===== config.mk =====
export PLATFORM = sky130hd
export DESIGN_NAME = vga_scan_driver_flat
export DESIGN_NICKNAME = d
export VERILOG_FILES = /design/src/rtl/vga_scan_driver_if.sv /design/src/rtl/vga_scan_driver.sv /design/src/flat_wrapper.sv
export SDC_FILE = /design/constraint.sdc
export NUM_CORES = 1
export LEC_CHECK = 0
export CAP_MARGIN = 20
export CORE_MARGIN = 2
export CORE_UTILIZATION = 40
export DETAILED_ROUTE_END_ITERATION = 10
export GPL_ROUTABILITY_DRIVEN = 0
export HOLD_SLACK_MARGIN = 0.1
export PLACE_DENSITY = 0.77
export SKIP_LAST_GASP = 1
export SLEW_MARGIN = 10
export SYNTH_ARGS = -nofsm -noshare
export SYNTH_HDL_FRONTEND = slang
export SYNTH_SLANG_ARGS = --single-unit

===== constraint.sdc =====
create_clock -name clk -period 1.5 [get_ports clk]
set_input_delay 0.45 -clock clk [delete_from_list [all_inputs] [get_ports clk]]
set_output_delay 0.45 -clock clk [all_outputs]
set_load 0.02 [all_outputs]

===== src/rtl/vga_scan_driver_if.sv =====
// Scan bus between the VGA scan driver and the combinational sprite/mask lookup blocks.
// The driver presents coordinates and timing strobes; the lookup side returns a 3-bit colour.
interface vga_scan_driver_if;
  logic [9:0] px;
  logic [9:0] py;
  logic       pix_tick;
  logic       frame_start;
  logic [2:0] col_in;

  modport master (
    output px,
    output py,
    output pix_tick,
    output frame_start,
    input  col_in
  );

  modport slave (
    input  px,
    input  py,
    input  pix_tick,
    input  frame_start,
    output col_in
  );
endinterface


===== src/rtl/vga_scan_driver.sv =====
// VGA scan generator: pixel divider, px/py scan counters, sync decode and a LAT-deep
// alignment pipeline so blanked colour and both syncs leave on the same pixel tick.
module vga_scan_driver #(
  parameter int PIX_DIV  = 2,
  parameter int H_ACTIVE = 640,
  parameter int H_FP     = 16,
  parameter int H_SYNC   = 96,
  parameter int H_BP     = 48,
  parameter int V_ACTIVE = 480,
  parameter int V_FP     = 10,
  parameter int V_SYNC   = 2,
  parameter int V_BP     = 33,
  parameter int LAT      = 0
) (
  input  logic               clk,
  input  logic               rst_n,
  vga_scan_driver_if.master  scan,
  output logic               video_on,
  output logic               hsync,
  output logic               vsync,
  output logic [2:0]         rgb
);

  localparam int H_TOTAL = H_ACTIVE + H_FP + H_SYNC + H_BP;
  localparam int V_TOTAL = V_ACTIVE + V_FP + V_SYNC + V_BP;

  localparam logic [2:0] DIV_LAST   = 3'(PIX_DIV - 1);
  localparam logic [9:0] H_LAST     = 10'(H_TOTAL - 1);
  localparam logic [9:0] V_LAST     = 10'(V_TOTAL - 1);
  localparam logic [9:0] H_ACT      = 10'(H_ACTIVE);
  localparam logic [9:0] V_ACT      = 10'(V_ACTIVE);
  localparam logic [9:0] H_SYNC_BEG = 10'(H_ACTIVE + H_FP);
  localparam logic [9:0] H_SYNC_END = 10'(H_ACTIVE + H_FP + H_SYNC);
  localparam logic [9:0] V_SYNC_BEG = 10'(V_ACTIVE + V_FP);
  localparam logic [9:0] V_SYNC_END = 10'(V_ACTIVE + V_FP + V_SYNC);

  function automatic logic in_window(input logic [9:0] v, input logic [9:0] lo,
                                     input logic [9:0] hi);
    return (v >= lo) && (v < hi);
  endfunction

  logic [2:0] div_q, div_d;
  logic       tick_q, tick_d;
  logic [9:0] px_q, px_d;
  logic [9:0] py_q, py_d;
  logic       fs_q, fs_d;
  logic [2:0] rgb_q, rgb_d;
  logic       video_on_q, video_on_d;
  logic       hsync_q, hsync_d;
  logic       vsync_q, vsync_d;

  logic act_raw, hs_raw, vs_raw;
  logic act_dly, hs_dly, vs_dly;

  // Divider and scan counters; tick_q is high in the clk whose closing edge advances the scan
  always_comb begin
    div_d  = (div_q == DIV_LAST) ? 3'd0 : div_q + 3'd1;
    tick_d = (div_d == DIV_LAST);
    px_d   = px_q;
    py_d   = py_q;
    fs_d   = 1'b0;
    if (tick_q) begin
      if (px_q == H_LAST) begin
        px_d = 10'd0;
        if (py_q == V_LAST) begin
          py_d = 10'd0;
          fs_d = 1'b1;
        end else begin
          py_d = py_q + 10'd1;
        end
      end else begin
        px_d = px_q + 10'd1;
      end
    end
  end

  always_ff @(posedge clk or negedge rst_n) begin
    if (!rst_n) begin
      div_q  <= 3'd0;
      tick_q <= 1'b0;
      px_q   <= 10'd0;
      py_q   <= 10'd0;
      fs_q   <= 1'b0;
    end else begin
      div_q  <= div_d;
      tick_q <= tick_d;
      px_q   <= px_d;
      py_q   <= py_d;
      fs_q   <= fs_d;
    end
  end

  // Raw timing for the coordinate currently presented on px/py
  always_comb begin
    act_raw = (px_q < H_ACT) && (py_q < V_ACT);
    hs_raw  = !in_window(px_q, H_SYNC_BEG, H_SYNC_END);
    vs_raw  = !in_window(py_q, V_SYNC_BEG, V_SYNC_END);
  end

  generate
    if (LAT == 0) begin : g_nodly
      assign act_dly = act_raw;
      assign hs_dly  = hs_raw;
      assign vs_dly  = vs_raw;
    end else begin : g_dly
      logic [LAT-1:0] act_sh_q, act_sh_d;
      logic [LAT-1:0] hs_sh_q, hs_sh_d;
      logic [LAT-1:0] vs_sh_q, vs_sh_d;

      // Timing flags wait here for the lookup path so they meet their colour
      always_comb begin
        act_sh_d = act_sh_q;
        hs_sh_d  = hs_sh_q;
        vs_sh_d  = vs_sh_q;
        if (tick_q) begin
          act_sh_d    = act_sh_q << 1;
          act_sh_d[0] = act_raw;
          hs_sh_d     = hs_sh_q << 1;
          hs_sh_d[0]  = hs_raw;
          vs_sh_d     = vs_sh_q << 1;
          vs_sh_d[0]  = vs_raw;
        end
      end

      always_ff @(posedge clk or negedge rst_n) begin
        if (!rst_n) begin
          act_sh_q <= '0;
          hs_sh_q  <= '1;
          vs_sh_q  <= '1;
        end else begin
          act_sh_q <= act_sh_d;
          hs_sh_q  <= hs_sh_d;
          vs_sh_q  <= vs_sh_d;
        end
      end

      assign act_dly = act_sh_q[LAT-1];
      assign hs_dly  = hs_sh_q[LAT-1];
      assign vs_dly  = vs_sh_q[LAT-1];
    end
  endgenerate

  // Output stage; the mux keeps blanking-time garbage on col_in away from the pins
  always_comb begin
    rgb_d      = rgb_q;
    video_on_d = video_on_q;
    hsync_d    = hsync_q;
    vsync_d    = vsync_q;
    if (tick_q) begin
      rgb_d      = act_dly ? scan.col_in : 3'b000;
      video_on_d = act_dly;
      hsync_d    = hs_dly;
      vsync_d    = vs_dly;
    end
  end

  always_ff @(posedge clk or negedge rst_n) begin
    if (!rst_n) begin
      rgb_q      <= 3'b000;
      video_on_q <= 1'b0;
      hsync_q    <= 1'b1;
      vsync_q    <= 1'b1;
    end else begin
      rgb_q      <= rgb_d;
      video_on_q <= video_on_d;
      hsync_q    <= hsync_d;
      vsync_q    <= vsync_d;
    end
  end

  assign scan.px          = px_q;
  assign scan.py          = py_q;
  assign scan.pix_tick    = tick_q;
  assign scan.frame_start = fs_q;
  assign video_on         = video_on_q;
  assign hsync            = hsync_q;
  assign vsync            = vsync_q;
  assign rgb              = rgb_q;

endmodule


===== src/flat_wrapper.sv =====
// flat-port wrapper written by rule: the top's interface ports become plain ports
module vga_scan_driver_flat 
#(
  parameter int PIX_DIV  = 2,
  parameter int H_ACTIVE = 640,
  parameter int H_FP     = 16,
  parameter int H_SYNC   = 96,
  parameter int H_BP     = 48,
  parameter int V_ACTIVE = 480,
  parameter int V_FP     = 10,
  parameter int V_SYNC   = 2,
  parameter int V_BP     = 33,
  parameter int LAT      = 0
)
  (clk, rst_n, video_on, hsync, vsync, rgb, scan_px, scan_py, scan_pix_tick, scan_frame_start, scan_col_in);
  vga_scan_driver_if scan_i ();
  input  logic clk;
  input  logic rst_n;
  output logic video_on;
  output logic hsync;
  output logic vsync;
  output logic [2:0] rgb;
  output wire logic [$bits(scan_i.px)-1:0] scan_px;
  output wire logic [$bits(scan_i.py)-1:0] scan_py;
  output wire logic [$bits(scan_i.pix_tick)-1:0] scan_pix_tick;
  output wire logic [$bits(scan_i.frame_start)-1:0] scan_frame_start;
  input wire logic [$bits(scan_i.col_in)-1:0] scan_col_in;
  assign scan_px = scan_i.px;
  assign scan_py = scan_i.py;
  assign scan_pix_tick = scan_i.pix_tick;
  assign scan_frame_start = scan_i.frame_start;
  assign scan_i.col_in = scan_col_in;
  vga_scan_driver #(.PIX_DIV(PIX_DIV), .H_ACTIVE(H_ACTIVE), .H_FP(H_FP), .H_SYNC(H_SYNC), .H_BP(H_BP), .V_ACTIVE(V_ACTIVE), .V_FP(V_FP), .V_SYNC(V_SYNC), .V_BP(V_BP), .LAT(LAT)) u_core (.clk(clk), .rst_n(rst_n), .scan(scan_i), .video_on(video_on), .hsync(hsync), .vsync(vsync), .rgb(rgb));
endmodule

Word level (Yosys, flattened, before mapping):

Cells that the tools add are included.

* order comparisons: 6
* $add $sub $neg: 3
* reduce and logical (&&, ||, !) cells: 6
* mux-type cells: 7
* equality and inequality tests: 4

Operators with widths (number)
* adder 10 x 1 -> 10 bit (second input constant): 2
* == test 10 bit (second input constant): 2
* less-than comparator 10 bit (second input constant): 2
* less-than comparator 10 x 9 -> 1 bit (second input constant): 2
* 2-to-1 mux 10 bit: 2
* greater-or-equal comparator 10 bit (second input constant): 1
* greater-or-equal comparator 10 x 9 -> 1 bit (second input constant): 1
* == test 3 x 1 -> 1 bit (second input constant): 2
* 2-to-1 mux 3 bit: 2
* adder 3 x 1 -> 3 bit (second input constant): 1
* logical AND 1 bit: 3
* 2-to-1 mux 1 bit: 3
* zero test 1 bit: 2
* AND reduction 2 bit: 1

* output and inout port bits: 28
* logic and storage cells: 35
* bits of input ports: 5
* register bits: 31

Logic depth before layout (Yosys ltp):

* word-level depth: 4
* depth in mapped cells: 6
* gate-level depth less buffers: 6

Least setup slack after synthesis:

No wires, ideal clock.

* path type: reg-to-reg
* start point: reg u_core.px_q[0], in the netlist u_core.scan.px[0]
* end point: reg u_core.py_q[9], in the netlist u_core.scan.py[9]
* stages on the path, launching flop included: 7
* arrival time: 1.422 ns
* clock period less this slack: 1.549 ns
* slack: -0.049 ns
* library setup time: 0.127 ns
* required time: 1.373 ns
* path buffers: 1
* path through: dfrtp_1 -> ha_1 -> and4_1 -> buf_4 -> nand4_2 -> nor3_1 -> a211oi_1

* word-level cells in the longest chain between the ends: 2

Ends and longest elaborated chain
* start: declaration: RTL line vga_scan_driver.sv:44 `logic [9:0] px_q, px_d;`
* start signal: assignment: RTL line vga_scan_driver.sv:87 `px_q <= px_d;`
* == test 10 bit: RTL line vga_scan_driver.sv:63 `if (px_q == H_LAST) begin`
* AND reduction 2 bit (no source line)
* end signal: assignment: RTL line vga_scan_driver.sv:88 `py_q <= py_d;`
* end: declaration: RTL line vga_scan_driver.sv:45 `logic [9:0] py_q, py_d;`

Every way passes these cells.
A chain may end at the register's enable or synchronous reset.

Worst setup path in the final report:

* start point: reg u_core.py_q[0], in the netlist u_core.scan.py[0]
* end point: reg u_core.py_q[9], in the netlist u_core.scan.py[9]

* word-level cells in the longest chain between the ends: 2
* elaborated cells between the ends (all ways): 3
* those cells by class: add/sub: 1; eq/ne: 1; mux: 1

Ends and longest elaborated chain
* adder 10 x 1 -> 10 bit or == test 10 bit (tied branches): RTL line vga_scan_driver.sv:69, vga_scan_driver.sv:65
* 2-to-1 mux 10 bit (*): RTL line vga_scan_driver.sv:65 `if (py_q == V_LAST) begin`

Every way passes the cells marked *; elsewhere a longest branch is shown, timed or not.

==> impl_metrics.toml <==
[floorplan]
die_y_um = 65.78
start_util = 0.4170
io_pins = 33
row_count = 22
die_area_um2 = 4326
die_w_um = 65.78
core_um2 = 3661

[synthesis]
synth_top_area_cell = "dfrtp_1"
ys_seq_area_frac = 0.5098
synth.distinct_cells = 41
netlist_area_um2 = 1526
syn_nets = 149
yosysTopAreaCellShare = 0.4754
yosysWarnings = 0
synthCells = 140
synthArstFlopShare = 1.000
synth-edff-count = 0
synth_ff_type = "dfrtp_1"
synth-seq-cells = 31
synth_area_leaders = "dfrtp_1 (48%), xnor2_1 (5.7%), dfstp_2 (3.4%), ha_1 (3.3%), nand3_1 (3.3%)"
avgSynthCellArea_um2 = 10.90

[sta]
tightest_slew_ps = 333.7
setup_tns_ps = -131.6
fmax_mhz = 641.5
fin_crit_sh = 1.039
finalSetupViolCount = 4
finClkSkew_ps = 6.076
drv_slew = 0
rsz0062_at_grt = "true"
holdWs_ps = 479.6
relSlewSlack = 0.7755
finalWorstSetupSlack_ps = -58.82
hold_viol = 0
fin_crit_ps = 1559

[worst_setup_path]
start_kind = "flop"
crit_type = "flop to flop"
rrSetupSlack_ps = -60
cpPeakStageDelay_ps = 390
end_kind = "flop"
r2r_start = "u_core.scan.py[0]"
crit_chain = "inv_2 > ha_4 > nor4b_4 > nand4_1 > o22ai_1 > a211oi_2"
worstPathMaxFanout = 4
slowest_stage = "dfrtp_1"
reg2regPathDepth = 6
r2r_end = "u_core.scan.py[9]"
path_buf_inv = 1
crit_required_ps = 1660
critical_path.top_delay_family = "simple AND/OR/NAND/NOR gates"
cp.arrival_ps = 1720

[min_path]
holdCritPathClass = "flop to flop"
min_to = "u_core.video_on"
hp-start = "u_core.video_on"
min_path_cells = 1

[pwr]
power_w = 0.001502
irDropWorstVdd_uv = 581.4
p_seq_frac = 0.561
power.switching_w = 0.0003159
p_int_w = 0.001186
comb_power_share = 0.031
sw_frac_of_total = 0.2103
clkPwrFrac = 0.408
power_density_nw_per_um2 = 673.4
p_leak_nw = 1.029

[detailed_routing]
wl_per_cell_um = 14.76
via_per_inst = 5.223
drc = 0
drtPass1Iterations = 4
drtIter0Drc = 65
totalWireLength_mm = 3.705
route.antenna.remaining_nets = 0
num_vias = 1311

[clock_network]
clock_latency_ps = 280
clock_path_buffers = 2
cts_buffers = 5
clkTransAtPathRegs_ps = 60
htreeDepth = 2
tritoncts = "built"
clock_sinks = 31
ctsHoldBuffers = 0
root_buffer = "clkbuf_8"

[placement]
dpl_cell_area_um2 = 2081
port_buffers = 32
hpwl_mm = 2.589

[status]
outcome = "complete, but fails checks"
violations = "setup timing"

[final_layout]
final_cell_mix = "dfrtp_1 (27), buf_4 (24), dlygate4sd2_1 (20)"
area_delta_synth_final_pct = 46.15
fillers = 300
nets = 211
diodes = 0
drive_gt1_frac = 0.3202
final_area_um2 = 2231
mostFrequentLayoutCell = "dfrtp_1"
multi_input_area_um2 = 797.0
ff_latch_area_um2 = 780.7

[global_route]
grt_use_total = 0.1778
grt_max_degree = 32
grt_pass1_vias = 1301
grt_pass1_wl_mm = 5.858
grt_overflow_total = 0
antenna_found_initial = 0

[flow_run]
maxCapViolCount = 0
[repair_timing]
action,in CTS,in global routing
hold endpoints to repair,0,0
pin swaps,2,11
resized for setup,33,29
buffers inserted,0,3
endpoints found under the setup margin,33,17
[area by class of cell]
type,count,share of cell area
Clock buffer,7,0.03421
Clock inverter,1,0.002243
Inverter,8,0.01346
Multi-Input combinational cell,98,0.3573
Sequential cell,31,0.3500
Tap cell,48,0.02692
Timing Repair Buffer,58,0.2159
[layer usage]
| metal | GRT usage | share of wire | wire length [um] | vias up |
|---|---|---|---|---|
| met5 | 0 | 0 | 0 | - |
| met2 | 0.2992 | 0.51 | 1907 | 40 |
| met1 | 0.2198 | 0.42 | 1566 | 647 |
| li1 | - | - | - | 619 |
| met3 | 0.03578 | 0.051 | 188 | 5 |
| met4 | 0.07813 | 0.011 | 42 | 0 |
[power by group through the flow]
stage               Sequential (W)  Clock [W]  Combinational [W]
floorplan                 0.000863          0         0.00000349
global placement          0.000858          0          0.0000502
detailed placement        0.000858          0          0.0000510
CTS                       0.000843   0.000628          0.0000487
global route              0.000842   0.000676          0.0000522
finish                    0.000843   0.000613          0.0000465
[Yosys cell counts, types with 2 or more instances]
library cell / count
o22ai_1: 2
o21ai_0: 6
and4_1: 2
and2_1: 2
dfstp_2: 2
nor2_1: 9
nor4_2: 2
dfrtp_1: 29
nand2_1: 11
a22o_1: 3
nor3_1: 3
ha_1: 4
and3_1: 4
inv_1: 8
xor2_1: 4
nor4_1: 2
nand4_1: 5
xnor2_1: 10
nand3_1: 10
[cell families after synthesis]
logic type / count (synthesis) / share of synthesized area
compound gates: 16 / 0.06722
xor+xnor: 14 / 0.08032
fa+ha+maj: 4 / 0.03279
buf+inv: 11 / 0.03032
flops: 31 / 0.5098
mux: 1 / 0.006558
simple gates: 63 / 0.2730
[how the worst max path moves through the flow]
stage | startpoint | to | slack [ps] | cells after the start
4_1_cts | u_core.hsync | hsync | -90 | 1
2_1_floorplan | u_core.scan.px[6] | u_core.scan.py[6] | 2 | 4
5_1_grt | u_core.scan.py[0] | u_core.scan.py[9] | -150 | 6
6_report | u_core.scan.py[0] | u_core.scan.py[9] | -60 | 6
3_3_place_gp | u_core.hsync | hsync | -50 | 1
3_5_place_dp | u_core.vsync | vsync | -50 | 1
[flip-flops by register name, indices dropped and copies added, names as in the netlist]
| signal | flops |
|---|---|
| u_core.hsync | 1 |
| u_core.scan.px | 10 |
| u_core.scan.pix_tick | 1 |
| u_core.scan.py | 10 |
| u_core.rgb | 3 |
| u_core.vsync | 1 |
| u_core.scan.frame_start | 1 |
| u_core.div_q | 3 |
| u_core.video_on | 1 |
[per-stage QoR]
stage / instances / setup slack (ps) / util
after floorplan: 140 / 2.009 / -
after global placement: 240 / -46.93 / 0.5684
after detailed placement: 240 / -52.93 / 0.5684
after CTS: 248 / -91.11 / 0.5820
after global routing: 251 / -147.2 / 0.6094
final: 251 / -58.82 / 0.6094
Note: power is estimated with default switching activity, not from simulation.
